--- src/rtl/stream_pkg.sv ---
// Shared encodings for the two-source stream arbiter: source select values
// and the BURST parameter literals.
package stream_pkg;

    localparam logic SRC_0 = 1'b0;
    localparam logic SRC_1 = 1'b1;

    localparam logic [23:0] BURST_YES = "yes";
    localparam logic [23:0] BURST_NO  = "no";

endpackage

--- src/rtl/rr_grant.sv ---
// Two-way round-robin grant with last-granted (rr) state and, when
// STREAM_ARBITER_LOCK_EN is defined, a packet lock held until iLast is accepted.
module rr_grant
    import stream_pkg::*;
(
    input  logic i_clk,
    input  logic i_rst,
    input  logic i_valid0,
    input  logic i_valid1,
    input  logic i_accept0,
    input  logic i_accept1,
`ifdef STREAM_ARBITER_LOCK_EN
    input  logic i_last0,
    input  logic i_last1,
`endif
    output logic o_grant0,
    output logic o_grant1
);

    logic r_rr;
`ifdef STREAM_ARBITER_LOCK_EN
    logic r_lock;
    logic r_lockSrc;
`endif

    // A locked source owns the grant outright; otherwise contention goes to
    // the source that was not granted last.
    always_comb begin
        o_grant0 = 1'b0;
        o_grant1 = 1'b0;
`ifdef STREAM_ARBITER_LOCK_EN
        if (r_lock) begin
            o_grant0 = i_valid0 & (r_lockSrc == SRC_0);
            o_grant1 = i_valid1 & (r_lockSrc == SRC_1);
        end else
`endif
        if (i_valid0 & i_valid1) begin
            o_grant0 = (r_rr != SRC_0);
            o_grant1 = (r_rr != SRC_1);
        end else begin
            o_grant0 = i_valid0;
            o_grant1 = i_valid1;
        end
    end

    always_ff @(posedge i_clk) begin
        if (i_rst) begin
            r_rr      <= SRC_1;
`ifdef STREAM_ARBITER_LOCK_EN
            r_lock    <= 1'b0;
            r_lockSrc <= SRC_0;
`endif
        end else if (i_accept0) begin
            r_rr      <= SRC_0;
`ifdef STREAM_ARBITER_LOCK_EN
            r_lock    <= ~i_last0;
            r_lockSrc <= SRC_0;
`endif
        end else if (i_accept1) begin
            r_rr      <= SRC_1;
`ifdef STREAM_ARBITER_LOCK_EN
            r_lock    <= ~i_last1;
            r_lockSrc <= SRC_1;
`endif
        end
    end

endmodule

--- src/rtl/stream_arbiter.sv ---
// Two-source stream arbiter with a single registered output stage.
// Optional packet locking is enabled by defining STREAM_ARBITER_LOCK_EN.
module stream_arbiter
    import stream_pkg::*;
#(
    parameter int          WIDTH = 8,
    parameter logic [23:0] BURST = BURST_YES
) (
    input  logic             iCLK,
    input  logic             iRST,
    input  logic             iValid_AM0,
    input  logic             iValid_AM1,
    output logic             oReady_AM0,
    output logic             oReady_AM1,
    input  logic [WIDTH-1:0] iData_AM0,
    input  logic [WIDTH-1:0] iData_AM1,
`ifdef STREAM_ARBITER_LOCK_EN
    input  logic             iLast_AM0,
    input  logic             iLast_AM1,
    output logic             oLast_BM,
`endif
    output logic             oValid_BM,
    input  logic             iReady_BM,
    output logic [WIDTH-1:0] oData_BM,
    output logic             oSelect_BM
);

    localparam bit IS_HALF = (BURST == BURST_NO);

    logic             r_valid;
    logic [WIDTH-1:0] r_data;
    logic             r_sel;
`ifdef STREAM_ARBITER_LOCK_EN
    logic             r_last;
`endif

    logic             w_grant0;
    logic             w_grant1;
    logic             w_canAccept;
    logic             w_acc0;
    logic             w_acc1;

    rr_grant u_rr_grant (
        .i_clk     (iCLK),
        .i_rst     (iRST),
        .i_valid0  (iValid_AM0),
        .i_valid1  (iValid_AM1),
        .i_accept0 (w_acc0),
        .i_accept1 (w_acc1),
`ifdef STREAM_ARBITER_LOCK_EN
        .i_last0   (iLast_AM0),
        .i_last1   (iLast_AM1),
`endif
        .o_grant0  (w_grant0),
        .o_grant1  (w_grant1)
    );

    // Half-throughput mode only accepts into an empty register, so a beat
    // always spends a cycle draining before the next one can enter.
    assign w_canAccept = IS_HALF ? ~r_valid : (~r_valid | iReady_BM);
    assign oReady_AM0  = w_grant0 & w_canAccept & ~iRST;
    assign oReady_AM1  = w_grant1 & w_canAccept & ~iRST;
    assign w_acc0      = oReady_AM0 & iValid_AM0;
    assign w_acc1      = oReady_AM1 & iValid_AM1;

    always_ff @(posedge iCLK) begin
        if (iRST) begin
            r_valid <= 1'b0;
            r_data  <= '0;
            r_sel   <= SRC_0;
`ifdef STREAM_ARBITER_LOCK_EN
            r_last  <= 1'b0;
`endif
        end else if (w_acc0 | w_acc1) begin
            r_valid <= 1'b1;
            r_data  <= w_acc1 ? iData_AM1 : iData_AM0;
            r_sel   <= w_acc1 ? SRC_1 : SRC_0;
`ifdef STREAM_ARBITER_LOCK_EN
            r_last  <= w_acc1 ? iLast_AM1 : iLast_AM0;
`endif
        end else if (iReady_BM) begin
            r_valid <= 1'b0;
        end
    end

    assign oValid_BM  = r_valid;
    assign oData_BM   = r_data;
    assign oSelect_BM = r_sel;
`ifdef STREAM_ARBITER_LOCK_EN
    assign oLast_BM   = r_last;
`endif

endmodule

--- config.mk ---
export PLATFORM = sky130hd
export DESIGN_NAME = stream_arbiter
export DESIGN_NICKNAME = d
export VERILOG_FILES = /design/src/rtl/stream_pkg.sv /design/src/rtl/rr_grant.sv /design/src/rtl/stream_arbiter.sv
export SDC_FILE = /design/constraint.sdc
export NUM_CORES = 1
export LEC_CHECK = 0
export ABC_CLOCK_PERIOD_IN_PS = 2900
export BUFFER_PORTS_ARGS = -buffer_cell sky130_fd_sc_hd__buf_4
export CORE_AREA = 5 5 44 46
export CTS_CLUSTER_DIAMETER = 60
export CTS_CLUSTER_SIZE = 25
export DETAILED_ROUTE_END_ITERATION = 7
export DIE_AREA = 0 0 49 51
export GPL_ROUTABILITY_DRIVEN = 0
export HOLD_SLACK_MARGIN = 0.12
export PLACE_DENSITY = 0.89
export SKIP_CTS_REPAIR_TIMING = 1
export SLEW_MARGIN = 20
export SYNTH_ARGS = -nofsm -noshare
export SYNTH_HDL_FRONTEND = slang
export SYNTH_SLANG_ARGS = --single-unit
--- constraint.sdc ---
create_clock -name iCLK -period 2.9 [get_ports iCLK]
set_input_delay 0.29 -clock iCLK [delete_from_list [all_inputs] [get_ports iCLK]]
set_output_delay 0.29 -clock iCLK [all_outputs]
set_load 0.01 [all_outputs]
## Word level (Yosys, flattened, before mapping)

Index checks and enable logic that the tools add are counted.

| storage, ports and cells | value |
|---|---|
| logic and storage cells | 26 |
| output and inout port bits | 12 |
| input bits | 21 |
| bits in registers | 11 |

| operators by class | value |
|---|---|
| multiplexer cells | 8 |
| bitwise operators | 12 |
| reduce and logical (&&, ||, !) cells | 2 |

Operator list:

| cell | count |
|---|---|
| $mux 8 | 1 |
| $and 1x1->1 | 7 |
| $mux 1 | 7 |
| $reduce_bool 2->1 | 2 |
| $not 1->1 | 3 |
| $or 1x1->1 | 2 |

## Logic depth before layout (Yosys ltp)

Gate-level depths: netlist of the first run.

| depth | value |
|---|---|
| depth after elaboration | 7 |
| mapped depth | 5 |

## Cells and area by module

From an unflattened synthesis of the first run, not the netlist that was laid out.

| unflattened totals | value |
|---|---|
| cell total of the unflattened synthesis | 80 |
| area total of the unflattened synthesis | 683.2 sq um |

By module, submodules not included:

| module | area an instance (sq um) | cells an instance | sequential area each (sq um) | times used |
|---|---|---|---|---|
| stream_arbiter | 629.4 | 74 | 200.2 | 1 |
| rr_grant | 53.8 | 6 | 20.0 | 1 |

## Worst setup path after synthesis of the first run

OpenSTA, ideal clock, no wires.

| path | value |
|---|---|
| path type | reg2reg |
| start point | register r_valid (netlist: oValid_BM) |
| end point | register r_data[1] (netlist: oData_BM[1]) |
| required time | 2.812 ns |
| slack | 1.571 ns |
| clock period less this slack | 1.329 ns |
| stages on the path, launching flop included | 5 |
| data arrival time | 1.241 ns |
| cell sequence | dfxtp_1 > nor2b_1 > clkbuf_1 > o31ai_1 > a311oi_2 |

| between the ends | value |
|---|---|
| cells in the longest elaborated chain, start to end | 6 |

RTL lines:

| element | RTL line | RTL |
|---|---|---|
| start: declaration | stream_arbiter.sv:30 | `logic r_valid;` |
| start signal: assignment | stream_arbiter.sv:68 | `r_valid <= 1'b0;` |
| start signal: assignment | stream_arbiter.sv:75 | `r_valid <= 1'b1;` |
| start signal: assignment | stream_arbiter.sv:82 | `r_valid <= 1'b0;` |
| $not 1->1 (*) | stream_arbiter.sv:60 | `assign w_canAccept = IS_HALF ? ~r_valid : (~r_valid \| iReady_BM);` |
| $or 1x1->1 (*) | stream_arbiter.sv:60 |  |
| $and 1x1->1, on equally long branches (2 in a row) | stream_arbiter.sv:62, stream_arbiter.sv:61 |  |
| $and 1x1->1, on equally long branches | stream_arbiter.sv:64, stream_arbiter.sv:63 |  |
| $mux 8 / $or 1x1->1 (equally long branches) | stream_arbiter.sv:76, stream_arbiter.sv:74 |  |
| end signal: assignment | stream_arbiter.sv:76 | `r_data <= w_acc1 ? iData_AM1 : iData_AM0;` |
| end: declaration | stream_arbiter.sv:31 | `logic [WIDTH-1:0] r_data;` |

Mark *: on every way between the ends. The rest lies on a longest branch, timed or not.
A chain may end at the register's enable or synchronous reset.

## Worst setup path in the final report of the first run

| path | value |
|---|---|
| start point | register r_valid (netlist: oValid_BM) |
| end point | output port oReady_AM1 |

| between the ends | value |
|---|---|
| cells in the longest elaborated chain, start to end | 4 |

RTL lines:

| element | RTL line | RTL |
|---|---|---|
| $not 1->1 | stream_arbiter.sv:60 |  |
| $or 1x1->1 | stream_arbiter.sv:60 |  |
| $and 1x1->1 (2 in a row) | stream_arbiter.sv:62 | `assign oReady_AM1 = w_grant1 & w_canAccept & ~iRST;` |
| end: declaration | stream_arbiter.sv:14 | `output logic oReady_AM1,` |

Every way passes these cells.

==> results of run 1 <==
-- critical path, stage by stage, from the launching register on --
cell	delay, ns
dfxtp_1	0.37
nor2b_1	0.67
nor3_1	0.14
buf_4	0.19
-- layer usage --
layer  GRT usage (%)  vias up  wire [um]  share of wire [%]
met4            9.42        0         50                2.6
met1            18.4      333        768                 40
li1                -      346          -                  -
met2            26.3       38        940                 48
met3            4.65        7        181                9.3
met5               0        -          0                  0
-- where the power goes --
part / switching, uW / internal, uW
clock network: 57.0 / 53.4
logic: 58.1 / 55.7
registers: 7.63 / 164
-- layout make-up --
cell class | instances | area [um2] | area share, %
multi-input combinational | 48 | 382 | 42.4
inverter | 3 | 11.3 | 1.25
sequential | 11 | 220 | 24.5
clock buffer | 4 | 26.3 | 2.92
timing repair buffer | 32 | 240 | 26.7
tap | 16 | 20.0 | 2.23
-- logic make-up after synthesis --
group | Yosys count
flops | 11
compound gates | 32
buf+inv | 12
simple gates | 16
-- flip-flops by register name, summed over array words and instances, names as in the netlist --
name / cells
oSelect_BM: 1
u_rr_grant.r_rr: 1
oData_BM: 8
oValid_BM: 1
-- placed cells by master (no fill, tap or decap) --
master    synthesis  routed
nor2b_1           1       1
nor3_1            2       2
nand2_1           1       1
nand3_1           1       1
and3_4            1       1
inv_2             1       1
o21ai_0           3       3
inv_1             2       2
o311ai_1          1       1
a31oi_1           9       9
nand2b_1          1       1
clkbuf_1          4       1
a21oi_1           1       1
buf_4             1      32
dfxtp_1          11      11
clkbuf_4          0       3
a21boi_1          1       1
o31ai_1           8       8
nand4_1           8       8
or2_1             1       1
a311oi_2          8       8
a21bo_1           1       1
-- worst paths after layout --
check	from	endpoint	slack, ns	cells past startpoint
worst min register to register	oSelect_BM	oSelect_BM	0.49	2
worst max-delay path	oValid_BM	oReady_AM1	0.96	3
worst max register to register	oValid_BM	oData_BM[4]	1.32	3
worst min-delay path	iValid_AM1	oSelect_BM	0.31	3
-- through the flow --
| stage | utilization (%) | instances | instance area (um2) | total power (uW) |
|---|---|---|---|---|
| 4_1_cts | 61.1 | 114 | 900 | 395 |
| 3_5_place_dp | 59.4 | 110 | 873 | 289 |
| 6_report | 61.1 | 114 | 900 | 395 |
| 2_1_floorplan | - | 71 | 667 | 242 |
| 5_1_grt | 61.1 | 114 | 900 | 412 |
| 3_3_place_gp | 59.4 | 110 | 873 | 285 |
==> out/metrics.csv, run 1 <==
metric,value,unit
Antenna Nets Post-Route,0,
Die Area,0.00250,mm2
row count,14,
"Clk Latency, worst-skew pair",0.28,ns
Post-synth top cells,"dfxtp_1 (11), a31oi_1 (9), a311oi_2 (8), nand4_1 (8), o31ai_1 (8)",
clock tree buffer depth,2,
yosys warns,0,
largest area contributor in the synthesized netlist,dfxtp_1,
WP data arrival,1.65,ns
Syn Nets,92,
Hold WS,0.307,ns
setup violators final,0,
Worst setup EP type,primary output,
final worst path period need,1.94,ns
Clock Skew,0.00785,ns
Final Hold Viols,0,
Post-synth ARST share,0,%
Mapped Cells,71,
GR Util All Layers,16.0,%
DRC viols,0,
ant diodes,0,
mux share of post-synthesis cell area,0,%
Final Max Slew Viols,0,
Synth Area in Adders,0,%
Worst Tran Pin Value,0.800,ns
PD cells,440,mW/mm2
largest family of logic cells by synthesized area,compound AO/OA/AOI/OAI gates,
core area,0.00147,mm2
initial antenna violation count,0,
Layout Nets,120,
Via density,6.35,
Port Buffers,32,
clk sinks,11,
Netlist cell types,24,
"flops & latches, synth",11,
sequential-to-total area share from yosys stat,33.0,%
CTS tree,yes,
dpl hpwl,1430,um
post-route setup slack,0.962,ns
fin crit share,66.8,%
Synth Area in Compound Gates,42.4,%
number of H-tree levels,1,
final setup TNS,0,ns
wire per inst,17.0,um
Post-Route WL,1940,um
area grow syn2layout,34.9,%
die height,51,um
Mapped Avg Cell Area,9.39,um2
Post-Synth XOR/XNOR Area,0,%
Setup WS pre-CTS,1.29,ns
Post-synth EDFFs,0,
cts bufs inserted,3,
Synth top area share,33.0,%
RSZ-0062 raised after global routing,no,
die width,49,um
routed vias,724,
share of layout cells above drive strength 1,45.9,%
post-synthesis cell area,667,um2
Post-synth top flop,dfxtp_1,
Pre-Repair DR Iteration Count,4,
Clock Tree Root,clkbuf_4,
f_max,0.516,GHz
DRT iter0 DRCs,10,
first-pass GRT wire length,3150,um
Leak,0.000358,uW
Max-cap violations,0,
CP Max Fanout,13,
Clock transition at path regs,0.08,ns
Initial Util,45.3,%
startpoint types,flop,
status,completed,
Synth area leaders,"dfxtp_1 (33%), a311oi_2 (18%), o31ai_1 (9.0%)",
largest net degree at the start of global routing,22,
Worst Hold Class,primary input to flop,
total global routing overflow,0,
Post-Synth Simple-Gate Area,14.8,%
top-count cell post-synth,dfxtp_1,
vias in the first global route,677,
Fillers,141,
worst relative slew slack,46.6,%
Worst VDD drop,272,uV
Crit Path Category,flop to primary output,
required time of the worst setup path,2.61,ns
# IOs,33,
Power figures use the tool's default switching activity.
==> run 2, diff against run 1 <==
- ABC_CLOCK_PERIOD_IN_PS: 2900 -> 1600
- CORE_AREA: 5 5 44 46 -> 5 5 48 50
- DIE_AREA: 0 0 49 51 -> 0 0 53 55
- PLACE_DENSITY: 0.89 -> 0.79
- clock period: 2.9 -> 1.6 ns (I/O delays scaled with it)
==> run 2 against run 1 <==
  * Via count rose by 0.83%
  * Total power rose by 82%
  * Final cell count rose by 14%
  * Largest power group unchanged
  * Cell area rose by 5.7%
  * First-iteration DRC count rose by 70%
  * Critical path type unchanged
  * Clock power rose by 75%
  * Sequential share of layout area fell by 1.3 points
  * Flip-flop and latch count did not move
  * Routed wire length fell by 3.9%
==> out/metrics.csv, run 2 (same netlist as run 1, synthesis figures left out) <==
metric,value,unit,change
status,completed,,unchanged
Psw,217,uW,was 123 uW
share of layout cells above drive strength 1,48.5,%,was 45.9%
die height,55,um,was 51 um
"CP delay by family, top",flip-flops,,was simple AND/OR/NAND/NOR gates
Die Area,0.00292,mm2,was 0.00250 mm2
wire per inst,14.4,um,was 17.0 um
DRC viols,0,,unchanged
placed cells,126,,was 110
Fillers,192,,was 141
Max-cap violations,0,,unchanged
combinational power share,30.1,%,was 28.8%
final worst path period need,1.41,ns,
Final Non-Filler Cells,130,,was 114
"Clk Latency, worst-skew pair",0.27,ns,was 0.28 ns
Clock Skew,0.00495,ns,was 0.00785 ns
core area,0.00186,mm2,was 0.00147 mm2
Leak,0.000383,uW,was 0.000358 uW
CP max stage cell,dfxtp_1,,was nor2b_1
clock tree buffer depth,2,,unchanged
most frequent cells in the layout,"buf_4 (37), dfxtp_1 (11), a31oi_1 (9)",,"was buf_4 (32), dfxtp_1 (11), a31oi_1 (9)"
Pre-Repair DR Iteration Count,4,,unchanged
Worst Tran Pin Value,0.308,ns,was 0.800 ns
Worst setup EP type,primary output,,unchanged
row count,16,,was 14
required time of the worst setup path,1.44,ns,was 2.61 ns
total global routing overflow,0,,unchanged
max reg flops,8,,unchanged
PD cells,758,mW/mm2,was 440 mW/mm2
largest net degree at the start of global routing,22,,unchanged
first-pass GRT wire length,3190,um,was 3150 um
Worst Hold Class,primary input to flop,,unchanged
Final Hold Viols,0,,unchanged
routed wl met2,1030,um,was 940 um
initial antenna violation count,0,,unchanged
Final Total Pwr,721,uW,was 395 uW
Sequential Power Share,43.1,%,was 43.3%
worst relative slew slack,79.3,%,was 46.6%
"most common cell after layout, fill and taps aside",buf_4,,unchanged
Crit Path Category,flop to primary output,,unchanged
Layout Nets,125,,was 120
# IOs,33,,unchanged
M1 WL,731,um,was 768 um
CP bufs+invs,2,,was 1
vias in the first global route,717,,was 677
clk sinks,11,,unchanged
Port Buffers,32,,unchanged
Most common cell on crit path,buf_4,,
Antenna Nets Post-Route,0,,unchanged
Cell Int Power,503,uW,was 273 uW
Initial Util,35.8,%,was 45.3%
Worst VDD drop,694,uV,was 272 uV
Hold WS,0.169,ns,was 0.307 ns
CP Max Fanout,9,,was 13
"Largest stage delay, worst path",0.33,ns,was 0.67 ns
routed vias,730,,was 724
WP data arrival,1.25,ns,was 1.65 ns
final setup TNS,0,ns,unchanged
fin crit share,88.4,%,
GR Util All Layers,14.7,%,was 16.0%
Via density,5.62,,was 6.35
met3 routed WL,79,um,was 181 um
number of H-tree levels,1,,unchanged
DRT iter0 DRCs,17,,was 10
dpl hpwl,1440,um,was 1430 um
Clock power frac,26.7,%,was 27.9%
f_max,0.707,GHz,
cts bufs inserted,3,,unchanged
Final Max Slew Viols,0,,unchanged
area grow syn2layout,42.6,%,was 34.9%
startpoint types,flop,,unchanged
switching power share of the total,30.2,%,was 31.1%
Top Metal Used,met4,,unchanged
RSZ-0062 raised after global routing,no,,unchanged
Post-Route WL,1870,um,was 1940 um
CTS tree,yes,,unchanged
final core utilization,51.1,%,was 61.1%
ant diodes,0,,unchanged
Clock transition at path regs,0.07,ns,was 0.08 ns
die width,53,um,was 49 um
CP Cell Sequence,nor2b_1 > buf_4 > nor3_1 > buf_4,,was nor2b_1 > nor3_1 > buf_4
setup violators final,0,,unchanged
Clock Tree Root,clkbuf_4,,unchanged
[run 2: cell count changes in the layout (fill, tap and decap cells not counted)]
cell   before  now
buf_4      32   37
[run 2: power groups by stage]
stage	Clock, uW	Sequential (uW)	Combinational [uW]
finish	193	311	217
global route	212	314	238
CTS	199	311	219
detailed placement	0	317	218
global placement	0	317	212
floorplan	0	324	114
[run 2: area by class of cell]
class / count / area, um2 / area share (%)
Tap cell: 27 / 33.8 / 3.55
Inverter: 3 / 11.3 / 1.18
Timing Repair Buffer: 37 / 278 / 29.2
Clock buffer: 4 / 26.3 / 2.76
Sequential cell: 11 / 220 / 23.2
Multi-Input combinational cell: 48 / 382 / 40.1
[run 2: path summary, 6_finish.rpt]
path,startpoint,endpoint,slack (ns),cells after the start
setup / recovery,oValid_BM,oReady_AM0,0.19,4
hold / removal,iValid_AM1,oSelect_BM,0.17,3
setup reg to reg,u_rr_grant.r_rr,oData_BM[1],0.36,3
hold reg to reg,oSelect_BM,oSelect_BM,0.48,2
[run 2: worst register-to-register path, delay by kind of cell, from the launching register on]
family             cells  cell delay [ns]
AOI/OAI and AO/OA      3             0.75
DFF                    1             0.35
[run 2: through the flow]
step / setup WS, ns / instance area (um2)
floorplan: 0.271 / 667
global placement: 0.395 / 925
detailed placement: 0.366 / 925
CTS: 0.167 / 951
global route: 0.0856 / 951
finish: 0.186 / 951
[run 2: layer usage]
| layer | up-vias | global-route usage (%) |
|---|---|---|
| met5 | - | 0 |
| met4 | 0 | 4.68 |
| met3 | 4 | 4.83 |
| met2 | 23 | 24.0 |
| met1 | 345 | 18.5 |
| li1 | 358 | - |
==> run 3, diff against run 2 <==
- PLACE_DENSITY: 0.79 -> 0.8
- SYNTH_HIERARCHICAL: unset -> 1
==> run 3 against run 2 <==
  * Setup slack lost 0.086 ns
  * Core utilization shrank 0.60 points
  * Synthesized area increased by 2.4%
  * Global-route usage is 0.84 points higher
  * Critical endpoint is now oReady_AM1
  * Critical path depth down 1
  * Largest power group unchanged
  * Critical path type unchanged
==> out/metrics.csv, run 3 <==
metric,value,unit,change
# IOs,33,,unchanged
f_max,0.667,GHz,was 0.707 GHz
dpl hpwl,1490,um,was 1440 um
"most common cell after layout, fill and taps aside",buf_4,,unchanged
Synth area leaders,"dfxtp_1 (32%), a41o_1 (12%), o31ai_1 (9.9%)",,"was dfxtp_1 (33%), a311oi_2 (18%), o31ai_1 (9.0%)"
Post-synth top flop,dfxtp_1,,unchanged
Post-synth EDFFs,0,,unchanged
Post-synth top cells,"dfxtp_1 (11), inv_1 (10), o31ai_1 (9)",,"was dfxtp_1 (11), a31oi_1 (9), a311oi_2 (8), nand4_1 (8), o31ai_1 (8)"
Post-synth ARST share,0,%,unchanged
GR Util All Layers,15.6,%,was 14.7%
Final Instance Area,940,um2,was 951 um2
combinational power share,25.6,%,was 30.1%
post-route setup slack,0.100,ns,was 0.186 ns
CP Cell Sequence,and2b_2 > nor3b_1 > buf_4,,was nor2b_1 > buf_4 > nor3_1 > buf_4
Post-Route WL,2080,um,was 1870 um
Critical Path Stages,3,,was 4
Sequential Power Share,44.7,%,was 43.1%
area grow syn2layout,37.5,%,was 42.6%
Port Buffers,32,,unchanged
CTS tree,yes,,unchanged
Clock power frac,29.6,%,was 26.7%
total global routing overflow,0,,unchanged
startpoint types,flop,,unchanged
FF-to-FF End,oData_BM[0],,was oData_BM[1]
Mapped Cells,80,,was 71
first-pass GRT wire length,3220,um,was 3190 um
Layout Nets,131,,was 125
DRT iter0 DRCs,9,,was 17
setup violators final,0,,unchanged
Synth top area share,32.2,%,was 33.0%
top-count cell post-synth,dfxtp_1,,unchanged
cts bufs inserted,3,,unchanged
yosys warns,6,,was 0
CP max stage cell,dfxtp_1,,unchanged
placed cell area,910,um2,was 925 um2
number of H-tree levels,1,,unchanged
final worst path period need,1.50,ns,was 1.41 ns
Worst VDD drop,405,uV,was 694 uV
DRC viols,0,,unchanged
status,completed,,unchanged
Clock transition at path regs,0.07,ns,about the same
largest area contributor in the synthesized netlist,dfxtp_1,,unchanged
required time of the worst setup path,1.44,ns,about the same
Final Max Slew Viols,0,,unchanged
final setup TNS,0,ns,unchanged
row count,16,,unchanged
Reg2Reg Depth,3,,unchanged
Initial Util,36.7,%,was 35.8%
post-synthesis cell area,683,um2,was 667 um2
core area,0.00186,mm2,unchanged
max reg flops,8,,unchanged
sequential-to-total area share from yosys stat,32.2,%,was 33.0%
Worst setup EP type,primary output,,unchanged
worst r2r src,u_rr_grant/r_rr,,was u_rr_grant.r_rr
internal reg-to-reg setup slack,0.21,ns,was 0.36 ns
vias in the first global route,718,,was 717
Syn Nets,101,,was 92
ant diodes,0,,unchanged
clock tree buffer depth,2,,unchanged
final core utilization,50.5,%,was 51.1%
most frequent cells in the layout,"buf_4 (35), dfxtp_1 (11), inv_1 (10)",,"was buf_4 (37), dfxtp_1 (11), a31oi_1 (9)"
RSZ-0062 raised after global routing,no,,unchanged
"CP delay by family, top",simple AND/OR/NAND/NOR gates,,was flip-flops
largest net degree at the start of global routing,18,,was 22
clk sinks,11,,unchanged
"Largest stage delay, worst path",0.36,ns,was 0.33 ns
die height,55,um,unchanged
Pre-Repair DR Iteration Count,4,,unchanged
WP data arrival,1.34,ns,was 1.25 ns
Max-cap violations,0,,unchanged
Netlist cell types,24,,unchanged
Fillers,195,,was 192
Worst Tran Pin Value,0.477,ns,was 0.308 ns
Antenna Nets Post-Route,0,,unchanged
share of layout cells above drive strength 1,38.5,%,was 48.5%
Mapped Avg Cell Area,8.54,um2,was 9.39 um2
Via density,5.51,,was 5.62
Crit Path Category,flop to primary output,,unchanged
Die Area,0.00292,mm2,unchanged
die width,53,um,unchanged
Psw,195,uW,was 217 uW
Final Hold Viols,0,,unchanged
CP bufs+invs,1,,was 2
fin crit share,93.7,%,was 88.4%
multi-input logic area,355,um2,was 382 um2
FF+latch area,220,um2,unchanged
wire per inst,15.3,um,was 14.4 um
CP Max Fanout,13,,was 9
Leak,0.000462,uW,was 0.000383 uW
Setup WS pre-CTS,0.202,ns,was 0.366 ns
"flops & latches, synth",11,,unchanged
initial antenna violation count,0,,unchanged
Cell Int Power,476,uW,was 503 uW
Worst Hold Class,primary input to flop,,unchanged
capturing element of the worst setup path,oReady_AM1,,was oReady_AM0
Clock Skew,0.00271,ns,was 0.00495 ns
routed vias,749,,was 730
Clock Tree Root,clkbuf_4,,unchanged
Final Total Pwr,671,uW,was 721 uW
PD cells,714,mW/mm2,was 758 mW/mm2
CP Launch Point,oValid_BM,,unchanged
"Clk Latency, worst-skew pair",0.28,ns,was 0.27 ns
worst relative slew slack,68.0,%,was 79.3%
switching power share of the total,29.0,%,was 30.2%
-- run 3: through the flow --
step | hold slack, ns | cells
floorplan | 0.270 | 80
global placement | 0.433 | 132
detailed placement | 0.452 | 132
CTS | 0.155 | 136
global route | 0.155 | 136
finish | 0.159 | 136
-- run 3: worst min path at each step --
stage | startpoint | to | cells past startpoint
after floorplan | iRST | u_rr_grant/r_rr | 1
after global placement | iRST | oSelect_BM | 2
after detailed placement | iData_AM0[3] | oData_BM[3] | 3
after CTS | iRST | oValid_BM | 2
after global routing | iData_AM0[6] | oData_BM[6] | 3
final | iRST | oValid_BM | 2
-- run 3: kinds of logic (layout without fill, tap and decap cells) --
group	after synthesis	in the layout	synth area share [%]
AO/OA/AOI/OAI	31	31	35.0
buffers and inverters	21	50	16.3
AND/OR/NAND/NOR	17	17	16.5
flip-flops	11	11	32.2
-- run 3: per-layer routing --
metal / up-vias / share of wire, % / track usage [%]
met5: - / 0 / 0
met4: 0 / 1.3 / 10.6
met3: 4 / 9.3 / 6.70
met2: 31 / 50 / 25.2
met1: 350 / 39 / 16.5
li1: 364 / - / -
-- run 3: cell type report --
cell class / instances / share of cell area [%]
repair buffers: 35 / 28.0
well taps: 27 / 3.60
clock buffers: 4 / 2.80
inverters: 11 / 4.39
multi-input cells: 48 / 37.8
flip-flops and latches: 11 / 23.4
-- run 3: power by group through the flow --
stage	Clock, uW	Sequential, uW	Combinational, uW
after floorplan	0	312	85.3
after global placement	0	306	165
after detailed placement	0	307	170
after CTS	202	300	171
after global routing	220	302	186
final	199	300	172
